**config.mk**
```make
export PLATFORM = sky130hd
export DESIGN_NAME = fmcomms5_ctrl_regs_flat
export DESIGN_NICKNAME = d
export VERILOG_FILES = /design/src/rtl/fmcomms5_ctrl_pkg.sv /design/src/rtl/fmcomms5_ctrl_if.sv /design/src/rtl/fmcomms5_sync_pulse_gen.sv /design/src/rtl/fmcomms5_ctrl_regs.sv /design/src/flat_wrapper.sv
export SDC_FILE = /design/constraint.sdc
export NUM_CORES = 1
export LEC_CHECK = 0
export ABC_AREA = 1
export CAP_MARGIN = 20
export CORE_MARGIN = 2
export CORE_UTILIZATION = 45
export DETAILED_ROUTE_END_ITERATION = 12
export MAX_ROUTING_LAYER = met4
export PLACE_DENSITY = 0.75
export SYNTH_ARGS = -nofsm -noshare
export SYNTH_HDL_FRONTEND = slang
export SYNTH_SLANG_ARGS = --single-unit
```
**constraint.sdc**
```tcl
create_clock -name axi_aclk -period 7 [get_ports axi_aclk]
set_input_delay 1.4 -clock axi_aclk [delete_from_list [all_inputs] [get_ports axi_aclk]]
set_output_delay 1.4 -clock axi_aclk [all_outputs]
set_load 0.01 [all_outputs]
```
**src/rtl/fmcomms5_ctrl_pkg.sv**
```systemverilog
// Shared constants for the FMCOMMS5 control/status slave: register map,
// bit positions, reset defaults and FSM state encodings.
package fmcomms5_ctrl_pkg;

  localparam logic [31:0] ID_DEFAULT = 32'h464D_4335;  // "FMC5"

  // Register index = addr[4:2]
  localparam logic [2:0] REG_ID          = 3'd0;
  localparam logic [2:0] REG_SCRATCH     = 3'd1;
  localparam logic [2:0] REG_CTRL        = 3'd2;
  localparam logic [2:0] REG_SYNC_CMD    = 3'd3;
  localparam logic [2:0] REG_SYNC_PERIOD = 3'd4;
  localparam logic [2:0] REG_STATUS      = 3'd5;
  localparam logic [2:0] REG_SYNC_COUNT  = 3'd6;
  localparam logic [2:0] REG_RSVD        = 3'd7;

  localparam int CTRL_EN0      = 0;
  localparam int CTRL_TXNRX0   = 1;
  localparam int CTRL_EN1      = 2;
  localparam int CTRL_TXNRX1   = 3;
  localparam int CTRL_PERIODIC = 8;
  localparam logic [31:0] CTRL_MASK = 32'h0000_010F;

  localparam int ST_BUSY     = 0;
  localparam int ST_EXT_SEEN = 1;
  localparam int ST_DROPPED  = 2;

  localparam logic [1:0] RESP_OKAY = 2'b00;

  typedef enum logic { W_IDLE, W_RESP } w_state_e;
  typedef enum logic { R_IDLE, R_RESP } r_state_e;
  typedef enum logic { S_IDLE, S_PULSE } s_state_e;

  function automatic logic [31:0] apply_strb(input logic [31:0] old_v,
                                             input logic [31:0] wdat,
                                             input logic [3:0]  strb);
    logic [31:0] r;
    r = old_v;
    for (int b = 0; b < 4; b++)
      if (strb[b]) r[8*b +: 8] = wdat[8*b +: 8];
    return r;
  endfunction

endpackage

```
**src/rtl/fmcomms5_ctrl_if.sv**
```systemverilog
// AXI4-Lite bundle (32-bit address/data) with master and slave views.
interface fmcomms5_ctrl_if;
  logic [31:0] awaddr;
  logic [2:0]  awprot;
  logic        awvalid;
  logic        awready;
  logic [31:0] wdata;
  logic [3:0]  wstrb;
  logic        wvalid;
  logic        wready;
  logic [1:0]  bresp;
  logic        bvalid;
  logic        bready;
  logic [31:0] araddr;
  logic [2:0]  arprot;
  logic        arvalid;
  logic        arready;
  logic [31:0] rdata;
  logic [1:0]  rresp;
  logic        rvalid;
  logic        rready;

  modport master (
    output awaddr, awprot, awvalid, wdata, wstrb, wvalid, bready,
           araddr, arprot, arvalid, rready,
    input  awready, wready, bresp, bvalid, arready, rdata, rresp, rvalid
  );

  modport slave (
    input  awaddr, awprot, awvalid, wdata, wstrb, wvalid, bready,
           araddr, arprot, arvalid, rready,
    output awready, wready, bresp, bvalid, arready, rdata, rresp, rvalid
  );
endinterface

```
**src/rtl/fmcomms5_sync_pulse_gen.sv**
```systemverilog
// TDD sync pulse generator: merges command and periodic triggers, times the
// pulse, counts pulses and flags triggers that arrive while a pulse is active.
module fmcomms5_sync_pulse_gen
  import fmcomms5_ctrl_pkg::*;
#(
  parameter int PULSE_CYCLES = 8
) (
  input  logic        clk,
  input  logic        rst_n,
  input  logic        cmd_trig,
  input  logic        periodic,
  input  logic [31:0] period,
  input  logic [31:0] period_nxt,
  input  logic        reload,
  input  logic        drop_clr,
  output logic        pulse,
  output logic        busy,
  output logic        dropped,
  output logic [31:0] count
);

  localparam logic [7:0] PW_LAST = 8'(PULSE_CYCLES - 1);

  s_state_e    state_q;
  logic        pulse_q;
  logic [7:0]  wcnt_q;
  logic [31:0] count_q;
  logic [31:0] per_cnt_q, per_cnt_d;
  logic        dropped_q, dropped_d;
  logic        expire, trig;

  // Reload uses the value SYNC_PERIOD takes on this same edge.
  always_comb begin
    per_cnt_d = per_cnt_q;
    expire    = 1'b0;
    if (reload) begin
      per_cnt_d = period_nxt - 32'd1;
    end else if (periodic && period != 32'd0) begin
      if (per_cnt_q == 32'd0) begin
        expire    = 1'b1;
        per_cnt_d = period - 32'd1;
      end else begin
        per_cnt_d = per_cnt_q - 32'd1;
      end
    end
  end

  assign trig = cmd_trig | expire;

  // Set wins over a same-cycle clear.
  always_comb begin
    dropped_d = dropped_q;
    if (drop_clr) dropped_d = 1'b0;
    if (trig && state_q == S_PULSE) dropped_d = 1'b1;
  end

  always_ff @(posedge clk or negedge rst_n) begin
    if (!rst_n) begin
      per_cnt_q <= 32'd0;
      dropped_q <= 1'b0;
    end else begin
      per_cnt_q <= per_cnt_d;
      dropped_q <= dropped_d;
    end
  end

  always_ff @(posedge clk or negedge rst_n) begin
    if (!rst_n) begin
      state_q <= S_IDLE;
      pulse_q <= 1'b0;
      wcnt_q  <= 8'd0;
      count_q <= 32'd0;
    end else begin
      case (state_q)
        S_IDLE: if (trig) begin
          state_q <= S_PULSE;
          pulse_q <= 1'b1;
          wcnt_q  <= PW_LAST;
          count_q <= count_q + 32'd1;
        end
        S_PULSE: if (wcnt_q == 8'd0) begin
          state_q <= S_IDLE;
          pulse_q <= 1'b0;
        end else begin
          wcnt_q <= wcnt_q - 8'd1;
        end
        default: state_q <= S_IDLE;
      endcase
    end
  end

  assign pulse   = pulse_q;
  assign busy    = (state_q == S_PULSE);
  assign dropped = dropped_q;
  assign count   = count_q;

endmodule

```
**src/rtl/fmcomms5_ctrl_regs.sv**
```systemverilog
// AXI4-Lite control/status slave for the dual AD9361 FMCOMMS5 setup: ENSM/TXNRX
// controls, TDD sync pulse generation and sync-output observation.
module fmcomms5_ctrl_regs
  import fmcomms5_ctrl_pkg::*;
#(
  parameter logic [31:0] ID_VALUE          = ID_DEFAULT,
  parameter int          SYNC_PULSE_CYCLES = 8,
  parameter logic [31:0] PERIOD_RESET      = 32'd0
) (
  input  logic           axi_aclk,
  input  logic           axi_aresetn,
  fmcomms5_ctrl_if.slave s_axi,
  output logic           up_enable_0,
  output logic           up_txnrx_0,
  output logic           up_enable_1,
  output logic           up_txnrx_1,
  output logic           tdd_sync_i,
  input  logic           tdd_sync_0_o,
  input  logic           tdd_sync_1_o
);

  w_state_e    w_state_q;
  logic        aw_rdy_q, bvalid_q;
  r_state_e    r_state_q;
  logic        ar_rdy_q, rvalid_q;
  logic [31:0] rdata_q, rd_mux;

  logic        wr_en;
  logic [2:0]  wr_idx;
  logic [31:0] scratch_q, scratch_d;
  logic [31:0] ctrl_q, ctrl_d;
  logic [31:0] period_q, period_d;
  logic        ext_seen_q, ext_seen_d;
  logic        ext_meta_q, ext_sync_q, ext_prev_q, ext_rise;
  logic        cmd_trig, drop_clr, reload;
  logic        pulse, busy, dropped;
  logic [31:0] sync_count;
  logic        unused_ok;

  assign unused_ok = ^{s_axi.awprot, s_axi.arprot, s_axi.awaddr[31:5], s_axi.awaddr[1:0],
                       s_axi.araddr[31:5], s_axi.araddr[1:0]};

  // awready/wready pulse together; the handshake edge is the register write edge.
  assign wr_en  = aw_rdy_q & s_axi.awvalid & s_axi.wvalid;
  assign wr_idx = s_axi.awaddr[4:2];

  always_ff @(posedge axi_aclk or negedge axi_aresetn) begin
    if (!axi_aresetn) begin
      w_state_q <= W_IDLE;
      aw_rdy_q  <= 1'b0;
      bvalid_q  <= 1'b0;
    end else begin
      case (w_state_q)
        W_IDLE: if (aw_rdy_q) begin
          aw_rdy_q <= 1'b0;
          if (s_axi.awvalid && s_axi.wvalid) begin
            bvalid_q  <= 1'b1;
            w_state_q <= W_RESP;
          end
        end else if (s_axi.awvalid && s_axi.wvalid) begin
          aw_rdy_q <= 1'b1;
        end
        W_RESP: if (s_axi.bready) begin
          bvalid_q  <= 1'b0;
          w_state_q <= W_IDLE;
        end
        default: w_state_q <= W_IDLE;
      endcase
    end
  end

  always_comb begin
    rd_mux = 32'd0;
    case (s_axi.araddr[4:2])
      REG_ID:          rd_mux = ID_VALUE;
      REG_SCRATCH:     rd_mux = scratch_q;
      REG_CTRL:        rd_mux = ctrl_q;
      REG_SYNC_PERIOD: rd_mux = period_q;
      REG_STATUS: begin
        rd_mux[ST_BUSY]     = busy;
        rd_mux[ST_EXT_SEEN] = ext_seen_q;
        rd_mux[ST_DROPPED]  = dropped;
      end
      REG_SYNC_COUNT:         rd_mux = sync_count;
      REG_SYNC_CMD, REG_RSVD: rd_mux = 32'd0;
      default:                rd_mux = 32'd0;
    endcase
  end

  // rdata samples pre-edge register values, so a same-edge write reads old data.
  always_ff @(posedge axi_aclk or negedge axi_aresetn) begin
    if (!axi_aresetn) begin
      r_state_q <= R_IDLE;
      ar_rdy_q  <= 1'b0;
      rvalid_q  <= 1'b0;
      rdata_q   <= 32'd0;
    end else begin
      case (r_state_q)
        R_IDLE: if (ar_rdy_q) begin
          ar_rdy_q <= 1'b0;
          if (s_axi.arvalid) begin
            rvalid_q  <= 1'b1;
            rdata_q   <= rd_mux;
            r_state_q <= R_RESP;
          end
        end else if (s_axi.arvalid) begin
          ar_rdy_q <= 1'b1;
        end
        R_RESP: if (s_axi.rready) begin
          rvalid_q  <= 1'b0;
          r_state_q <= R_IDLE;
        end
        default: r_state_q <= R_IDLE;
      endcase
    end
  end

  assign s_axi.awready = aw_rdy_q;
  assign s_axi.wready  = aw_rdy_q;
  assign s_axi.bvalid  = bvalid_q;
  assign s_axi.bresp   = RESP_OKAY;
  assign s_axi.arready = ar_rdy_q;
  assign s_axi.rvalid  = rvalid_q;
  assign s_axi.rdata   = rdata_q;
  assign s_axi.rresp   = RESP_OKAY;

  assign ext_rise = ext_sync_q & ~ext_prev_q;

  always_comb begin
    scratch_d  = scratch_q;
    ctrl_d     = ctrl_q;
    period_d   = period_q;
    ext_seen_d = ext_seen_q;
    if (wr_en) begin
      case (wr_idx)
        REG_SCRATCH:     scratch_d = apply_strb(scratch_q, s_axi.wdata, s_axi.wstrb);
        REG_CTRL:        ctrl_d    = apply_strb(ctrl_q, s_axi.wdata, s_axi.wstrb) & CTRL_MASK;
        REG_SYNC_PERIOD: period_d  = apply_strb(period_q, s_axi.wdata, s_axi.wstrb);
        REG_STATUS: if (s_axi.wstrb[0] && s_axi.wdata[ST_EXT_SEEN]) ext_seen_d = 1'b0;
        default: ;
      endcase
    end
    if (ext_rise) ext_seen_d = 1'b1;
  end

  assign cmd_trig = wr_en && wr_idx == REG_SYNC_CMD && s_axi.wstrb[0] && s_axi.wdata[0];
  assign drop_clr = wr_en && wr_idx == REG_STATUS && s_axi.wstrb[0] && s_axi.wdata[ST_DROPPED];
  assign reload   = wr_en && (wr_idx == REG_SYNC_PERIOD || (wr_idx == REG_CTRL && s_axi.wstrb[1]));

  always_ff @(posedge axi_aclk or negedge axi_aresetn) begin
    if (!axi_aresetn) begin
      scratch_q  <= 32'd0;
      ctrl_q     <= 32'd0;
      period_q   <= PERIOD_RESET;
      ext_seen_q <= 1'b0;
      ext_meta_q <= 1'b0;
      ext_sync_q <= 1'b0;
      ext_prev_q <= 1'b0;
    end else begin
      scratch_q  <= scratch_d;
      ctrl_q     <= ctrl_d;
      period_q   <= period_d;
      ext_seen_q <= ext_seen_d;
      ext_meta_q <= tdd_sync_0_o | tdd_sync_1_o;
      ext_sync_q <= ext_meta_q;
      ext_prev_q <= ext_sync_q;
    end
  end

  fmcomms5_sync_pulse_gen #(
    .PULSE_CYCLES(SYNC_PULSE_CYCLES)
  ) u_sync (
    .clk       (axi_aclk),
    .rst_n     (axi_aresetn),
    .cmd_trig  (cmd_trig),
    .periodic  (ctrl_q[CTRL_PERIODIC]),
    .period    (period_q),
    .period_nxt(period_d),
    .reload    (reload),
    .drop_clr  (drop_clr),
    .pulse     (pulse),
    .busy      (busy),
    .dropped   (dropped),
    .count     (sync_count)
  );

  assign up_enable_0 = ctrl_q[CTRL_EN0];
  assign up_txnrx_0  = ctrl_q[CTRL_TXNRX0];
  assign up_enable_1 = ctrl_q[CTRL_EN1];
  assign up_txnrx_1  = ctrl_q[CTRL_TXNRX1];
  assign tdd_sync_i  = pulse;

endmodule

```
**src/flat_wrapper.sv**
```systemverilog
// flat-port wrapper written by rule: the top's interface ports become plain ports
module fmcomms5_ctrl_regs_flat import fmcomms5_ctrl_pkg::*;
#(
  parameter logic [31:0] ID_VALUE          = ID_DEFAULT,
  parameter int          SYNC_PULSE_CYCLES = 8,
  parameter logic [31:0] PERIOD_RESET      = 32'd0
)
  (axi_aclk, axi_aresetn, up_enable_0, up_txnrx_0, up_enable_1, up_txnrx_1, tdd_sync_i, tdd_sync_0_o, tdd_sync_1_o, s_axi_awaddr, s_axi_awprot, s_axi_awvalid, s_axi_wdata, s_axi_wstrb, s_axi_wvalid, s_axi_bready, s_axi_araddr, s_axi_arprot, s_axi_arvalid, s_axi_rready, s_axi_awready, s_axi_wready, s_axi_bresp, s_axi_bvalid, s_axi_arready, s_axi_rdata, s_axi_rresp, s_axi_rvalid);
  fmcomms5_ctrl_if s_axi_i ();
  input  logic axi_aclk;
  input  logic axi_aresetn;
  output logic up_enable_0;
  output logic up_txnrx_0;
  output logic up_enable_1;
  output logic up_txnrx_1;
  output logic tdd_sync_i;
  input  logic tdd_sync_0_o;
  input  logic tdd_sync_1_o;
  input wire logic [$bits(s_axi_i.awaddr)-1:0] s_axi_awaddr;
  input wire logic [$bits(s_axi_i.awprot)-1:0] s_axi_awprot;
  input wire logic [$bits(s_axi_i.awvalid)-1:0] s_axi_awvalid;
  input wire logic [$bits(s_axi_i.wdata)-1:0] s_axi_wdata;
  input wire logic [$bits(s_axi_i.wstrb)-1:0] s_axi_wstrb;
  input wire logic [$bits(s_axi_i.wvalid)-1:0] s_axi_wvalid;
  input wire logic [$bits(s_axi_i.bready)-1:0] s_axi_bready;
  input wire logic [$bits(s_axi_i.araddr)-1:0] s_axi_araddr;
  input wire logic [$bits(s_axi_i.arprot)-1:0] s_axi_arprot;
  input wire logic [$bits(s_axi_i.arvalid)-1:0] s_axi_arvalid;
  input wire logic [$bits(s_axi_i.rready)-1:0] s_axi_rready;
  output wire logic [$bits(s_axi_i.awready)-1:0] s_axi_awready;
  output wire logic [$bits(s_axi_i.wready)-1:0] s_axi_wready;
  output wire logic [$bits(s_axi_i.bresp)-1:0] s_axi_bresp;
  output wire logic [$bits(s_axi_i.bvalid)-1:0] s_axi_bvalid;
  output wire logic [$bits(s_axi_i.arready)-1:0] s_axi_arready;
  output wire logic [$bits(s_axi_i.rdata)-1:0] s_axi_rdata;
  output wire logic [$bits(s_axi_i.rresp)-1:0] s_axi_rresp;
  output wire logic [$bits(s_axi_i.rvalid)-1:0] s_axi_rvalid;
  assign s_axi_i.awaddr = s_axi_awaddr;
  assign s_axi_i.awprot = s_axi_awprot;
  assign s_axi_i.awvalid = s_axi_awvalid;
  assign s_axi_i.wdata = s_axi_wdata;
  assign s_axi_i.wstrb = s_axi_wstrb;
  assign s_axi_i.wvalid = s_axi_wvalid;
  assign s_axi_i.bready = s_axi_bready;
  assign s_axi_i.araddr = s_axi_araddr;
  assign s_axi_i.arprot = s_axi_arprot;
  assign s_axi_i.arvalid = s_axi_arvalid;
  assign s_axi_i.rready = s_axi_rready;
  assign s_axi_awready = s_axi_i.awready;
  assign s_axi_wready = s_axi_i.wready;
  assign s_axi_bresp = s_axi_i.bresp;
  assign s_axi_bvalid = s_axi_i.bvalid;
  assign s_axi_arready = s_axi_i.arready;
  assign s_axi_rdata = s_axi_i.rdata;
  assign s_axi_rresp = s_axi_i.rresp;
  assign s_axi_rvalid = s_axi_i.rvalid;
  fmcomms5_ctrl_regs #(.ID_VALUE(ID_VALUE), .SYNC_PULSE_CYCLES(SYNC_PULSE_CYCLES), .PERIOD_RESET(PERIOD_RESET)) u_core (.axi_aclk(axi_aclk), .axi_aresetn(axi_aresetn), .s_axi(s_axi_i), .up_enable_0(up_enable_0), .up_txnrx_0(up_txnrx_0), .up_enable_1(up_enable_1), .up_txnrx_1(up_txnrx_1), .tdd_sync_i(tdd_sync_i), .tdd_sync_0_o(tdd_sync_0_o), .tdd_sync_1_o(tdd_sync_1_o));
endmodule
```
== Yosys cells after proc, flatten, opt, wreduce, memory -nomap -nowiden ==
Cells that the tools add are included.
Cells by class
  add/sub/neg operators: 5
  equality and inequality tests: 21
  muxes and demuxes: 47
  bitwise gates (word level): 9
  reductions and logical operators: 36
Operators by type and width (number)
  $mux 32: 5
  $pmux 29 s5: 1
  $sub 32x1->32 const B: 3
  $mux 8: 6
  $add 32x1->32 const B: 1
  $logic_not 32->1: 1
  $reduce_bool 32->1: 1
  $reduce_and 3->1: 10
  $mux 1: 27
  $pmux 3 s7: 1
  $eq 3x3->1 const B: 6
  $pmux 8 s2: 1
  $eq 3x2->1 const B: 4
  $logic_and 1x1->1: 12
  $pmux 1 s2: 6
  $ne 2x2->1 const B: 5
  $reduce_bool 2->1: 5
  $logic_not 8->1: 1
  $ne 2x1->1 const B: 4
  $sub 8x1->8 const B: 1
  $eq 3x1->1 const B: 2
  $reduce_and 2->1: 3
  $not 1->1: 4
  $and 1x1->1: 3
  4 further kinds: 5
Word-level totals
  flip-flop bits (word level): 186
  output and inout bits: 46
  logic and storage cells: 142

== Longest topological paths before layout ==
  word-level depth: 8
  gate-level depth with buffers: 21
  depth with buffers taken out: 20

== Hierarchy ==
From an unflattened synthesis, not the netlist that was laid out.
Second synthesis, totals
  cells, all modules: 1469
  area, all modules: 10991.8 um^2
By module, submodules not included
  fmcomms5_sync_pulse_gen: times used 1, cells each 845, area an instance 5562.8 um^2
  fmcomms5_ctrl_regs: times used 1, cells each 624, area an instance 5429.0 um^2

== Worst setup path before layout ==
OpenSTA, ideal clock, no wires.
  kind: input to register
  start: input s_axi_wvalid
  end: register u_core.u_sync.per_cnt_q[30]
  library setup time: 0.117 ns
  arrival time: 3.174 ns
  slack: 3.709 ns
  cell stages on the path: 21
  buffers on the path: 1
  cell sequence: nand2_1 inv_2 nand2_4 nor2_2 nand2_1 buf_4 nand2_1 nand2_1 nor2_1 a21oi_2 inv_1 ha_1 nand2_1 nor2_1 nand2_1 nor2_4 nand2_1 nand2_1 nand2_1 nand2_1 nand2_1
Between the ends
  word-level cells in the longest chain between the ends: 4
Ends and longest elaborated chain
  start, declared: line flat_wrapper.sv:24  | input wire logic [$bits(s_axi_i.wvalid)-1:0] s_axi_wvalid;
  $and 1x1->1: line fmcomms5_ctrl_regs.sv:44  | assign wr_en = aw_rdy_q & s_axi.awvalid & s_axi.wvalid;
  $mux 32: line fmcomms5_ctrl_regs.sv:134  | if (wr_en) begin
  via u_core.period_d[0]: line fmcomms5_ctrl_regs.sv:32  | logic [31:0] period_q, period_d;
  $sub 32x1->32: line fmcomms5_sync_pulse_gen.sv:37  | per_cnt_d = period_nxt - 32'd1;
  $mux 32: line fmcomms5_sync_pulse_gen.sv:36  | if (reload) begin
  end signal, assigned: line fmcomms5_sync_pulse_gen.sv:62  | per_cnt_q <= per_cnt_d;
  end, declared: line fmcomms5_sync_pulse_gen.sv:28  | logic [31:0] per_cnt_q, per_cnt_d;
The timed path passes the listed nets, and every way through them passes these cells.
A chain may end at the register's enable or synchronous reset.

== Final worst setup path ==
  start: input s_axi_wvalid
  end: register u_core.u_sync.count_q[26] (netlist: u_core.u_sync.count[26])
Between the ends
  word-level cells in the longest chain between the ends: 6
Ends and longest elaborated chain
  $and 1x1->1 *: line fmcomms5_ctrl_regs.sv:44
  $logic_and 1x1->1 (3 in series): line fmcomms5_ctrl_regs.sv:146  | assign cmd_trig = wr_en && wr_idx == REG_SYNC_CMD && s_axi.wstrb[0] && s_axi.wdata[0];
  $or 1x1->1 *: line fmcomms5_sync_pulse_gen.sv:48  | assign trig = cmd_trig | expire;
  $reduce_and 2->1 (no line) *
  end signal, assigned: line fmcomms5_sync_pulse_gen.sv:79  | count_q <= count_q + 32'd1;
  end, declared: line fmcomms5_sync_pulse_gen.sv:27  | logic [31:0] count_q;
Every way passes the cells marked *; elsewhere a longest branch is shown, timed or not.

==> run_results.csv <==
group,metric,value,unit
placement,gp_congestion,0.897,
logic_synthesis,synth_area_per_cell,7.29,um2
final_layout,multi_input_area,0.00511,mm2
clock_network,numCtsBuffers,17,
clock_network,cts.clk_slew.worst_paths,0.07,ns
logic_synthesis,synth_flop_cell,"dfrtp_1",
floorplanning,core_area,0.0227,mm2
global_routing,track_usage,0.258,
timing,fin_skew,0.0151,ns
timing,min_period_over_period,0.596,
critical_path,worstReg2RegEnd,"u_core.u_sync.count[26]",
logic_synthesis,synth_top_family_by_area,"simple AND/OR/NAND/NOR gates",
logic_synthesis,synth-simple-area-share,0.344,
pwr,p_per_area,298,mW/mm2
placement,portBuffers,92,
detailed_routing,antenna_left,0,
global_routing,grt-ovfl-total,0,
logic_synthesis,synth_edf_count,0,
placement,post-dp-hpwl,22000,um
logic_synthesis,ys_ff_latch,186,
global_routing,antenna_found_initial,0,
logic_synthesis,syn_inst,1435,
pwr,peakVddDrop,136,uV
clock_network,clock_path_buffers,2,
detailed_routing,vias,9660,
floorplanning,die_area,0.0245,mm2
clock_network,clock_latency,0.45,ns
logic_synthesis,synth.distinct_cells,47,
timing,fmax,240,MHz
clock_network,cts_num_sinks,186,
critical_path,rrSetupSlack,3.52,ns
floorplanning,ios,161,
critical_path,arrival,4.55,ns
final_layout,mostFrequentLayoutCell,"nand2_1",
detailed_routing,drt_pass1_iterations,7,
logic_synthesis,yosysWarnings,0,
critical_path,cp.required,7.38,ns
logic_synthesis,synth-adder-area-share,0.00359,
timing,layout_setup_ws,2.83,ns
logic_synthesis,synth.area.mux_share,0.0183,
clock_network,ctsResizeCount,0,
final_layout,areaGrowthSynthToFinish,15.8,%
detailed_routing,wirelength,29300,um
final_layout,final_cell_mix,"nand2_1, dfrtp_1, nor2_1",
critical_path,ff2ff_path_depth,13,
final_layout,ff_latch_area,0.00465,mm2
hold_path,min_path_cells,0,
timing,final.setup.tns,0,ns
global_routing,grt_pass1_wl,47900,um
final_layout,fin_nets,1629,
final_layout,drive_above_1_share,0.0715,
clock_network,cts-root-buf,"clkbuf_16",
detailed_routing,detail_route.wl_per_cell,16.2,um
final_layout,n_fill_cell,2183,
global_routing,grt_max_degree,70,
timing,period_needed,4.17,ns
timing,hold_viol_final,0,
floorplanning,die_h,156,um
hold_path,hold_end,"u_core.ext_sync_q",
clock_network,cts_setup_buffers,0,
hold_path,hold_start,"u_core.ext_meta_q",
clock_network,holdBufCountCts,0,
status,outcome,"finished clean",
placement,place_ws,2.37,ns
logic_synthesis,synth_compound_area_frac,0.0908,
logic_synthesis,ys_seq_area_frac,0.445,
detailed_routing,drtIter0Drc,782,
hold_path,hold_path.class,"flop to flop",
critical_path,endpoint_kind,"flop",
floorplanning,fp-row-count,55,
floorplanning,initial_core_util,0.461,
run,maxCapViolCount,0,
logic_synthesis,synth-xor-area-share,0.0293,
detailed_routing,via_per_inst,5.34,
timing,relSlewSlack,0.332,
critical_path,cp_max_fo,64,
clock_network,cts_tree,"done",
pwr,leakage,0.00573,uW
clock_network,htreeDepth,4,
critical_path,rr_startpoint,"u_core.u_sync.per_cnt_q[31]",
floorplanning,die_w,156,um
critical_path,startpoint_type,"primary input",
timing,slew_viol_final,0,
timing,rsz0062_at_grt,"false",
timing,setup_viol,0,
global_routing,grt_pass1_vias,9333,
logic_synthesis,netlist_area,0.0105,mm2
final_layout,n_antenna_cell,0,
critical_path,criticalPathCategory,"primary input to flop",
detailed_routing,route.detailed.drc,0,
logic_synthesis,postSynth.asyncResetShare,1.00,
timing,worst_slew_pin_slew,1.00,ns
-- layer usage --
layer	part of all wire	track usage
met1	0.46	0.350
met2	0.46	0.402
met3	0.069	0.0532
met4	0.013	0.0590
met5	0	-
-- through the flow --
| step | util | instances | hold slack (ns) | area [um2] | power, uW |
|---|---|---|---|---|---|
| 6_report | 0.533 | 1809 | 0.365 | 12100 | 3610 |
| 5_1_grt | 0.533 | 1809 | 0.365 | 12100 | 3850 |
| 4_1_cts | 0.533 | 1808 | 0.363 | 12100 | 3620 |
| 3_5_place_dp | 0.508 | 1776 | 0.336 | 11500 | 2670 |
| 3_3_place_gp | 0.508 | 1776 | 0.341 | 11500 | 2640 |
| 2_1_floorplan | - | 1438 | 0.331 | 10500 | 2210 |
-- area by class of cell --
cell class                 count  share of cell area
sequential                   186               0.384
multi-input combinational   1088               0.421
clock buffer                  18              0.0354
inverter                     117              0.0365
tap                          285              0.0294
timing repair buffer         101              0.0819
clock inverter                14              0.0112
-- critical path, cell delays in order --
cell and delay [ns]:
clkdlybuf4s50_1 0.40, nand2_1 0.08, inv_2 0.05, nand2_4 0.13, nor2_4 0.06, nand2_2 0.14
nand2_8 0.25, o31ai_2 0.44, nand2_1 0.53, buf_4 0.44, inv_2 0.41, nand2_1 0.12
nand2_1 0.08
-- where the power goes --
part | switching (uW) | total [uW] | internal [uW]
combinational | 645 | 1120 | 474
sequential | 210 | 1540 | 1330
clock | 454 | 952 | 498
-- state kept, by name, indices dropped and copies added, names as in the netlist, 5 cells and up --
signal / flops
u_core.u_sync.wcnt_q: 8
u_core.period_q: 32
u_core.s_axi.rdata: 32
u_core.u_sync.per_cnt_q: 32
u_core.u_sync.count: 32
u_core.scratch_q: 32
u_core.ctrl_q: 5
-- cell usage after synthesis, types with 3 or more instances --
master | number | share of area
o21ai_0 | 92 | 0.044
a221oi_1 | 7 | 0.0059
clkbuf_1 | 21 | 0.0075
nor2_4 | 5 | 0.0054
a31oi_1 | 7 | 0.0042
nor4_1 | 12 | 0.0072
nand2_2 | 14 | 0.0084
buf_4 | 10 | 0.0072
nand3_1 | 59 | 0.028
inv_2 | 5 | 0.0018
a21oi_1 | 49 | 0.023
nand4_1 | 11 | 0.0066
nor2_2 | 10 | 0.0060
dfrtp_1 | 186 | 0.45
inv_1 | 110 | 0.039
xor2_1 | 31 | 0.026
buf_6 | 3 | 0.0032
o21ai_1 | 4 | 0.0019
nand3b_1 | 10 | 0.0072
o22ai_1 | 3 | 0.0018
nand2_1 | 540 | 0.19
mux2_2 | 17 | 0.018
xnor2_1 | 4 | 0.0033
buf_2 | 11 | 0.0053
nor2_1 | 153 | 0.055
ha_1 | 3 | 0.0036
nor3_1 | 26 | 0.012
nand3_2 | 6 | 0.0057
-- worst max-delay path by stage --
stage	end	cells past startpoint	from	slack [ns]
final	u_core.u_sync.count[26]	13	s_axi_wvalid	2.83
after global routing	u_core.u_sync.count[27]	13	s_axi_wvalid	2.54
after CTS	u_core.u_sync.count[26]	13	s_axi_wvalid	2.81
after detailed placement	u_core.u_sync.count[26]	13	s_axi_wvalid	2.37
after global placement	u_core.u_sync.count[11]	13	s_axi_wvalid	2.40
after floorplan	u_core.u_sync.per_cnt_q[30]	21	s_axi_wvalid	3.71
-- cell families after synthesis --
| group | count (synthesis) |
|---|---|
| AND/OR/NAND/NOR | 855 |
| multiplexers | 17 |
| buffers and inverters | 164 |
| adder cells (fa/ha/maj) | 3 |
| XOR/XNOR | 35 |
| other | 1 |
| AO/OA/AOI/OAI | 174 |
| flip-flops | 186 |
(Power assumes the default switching activity.)
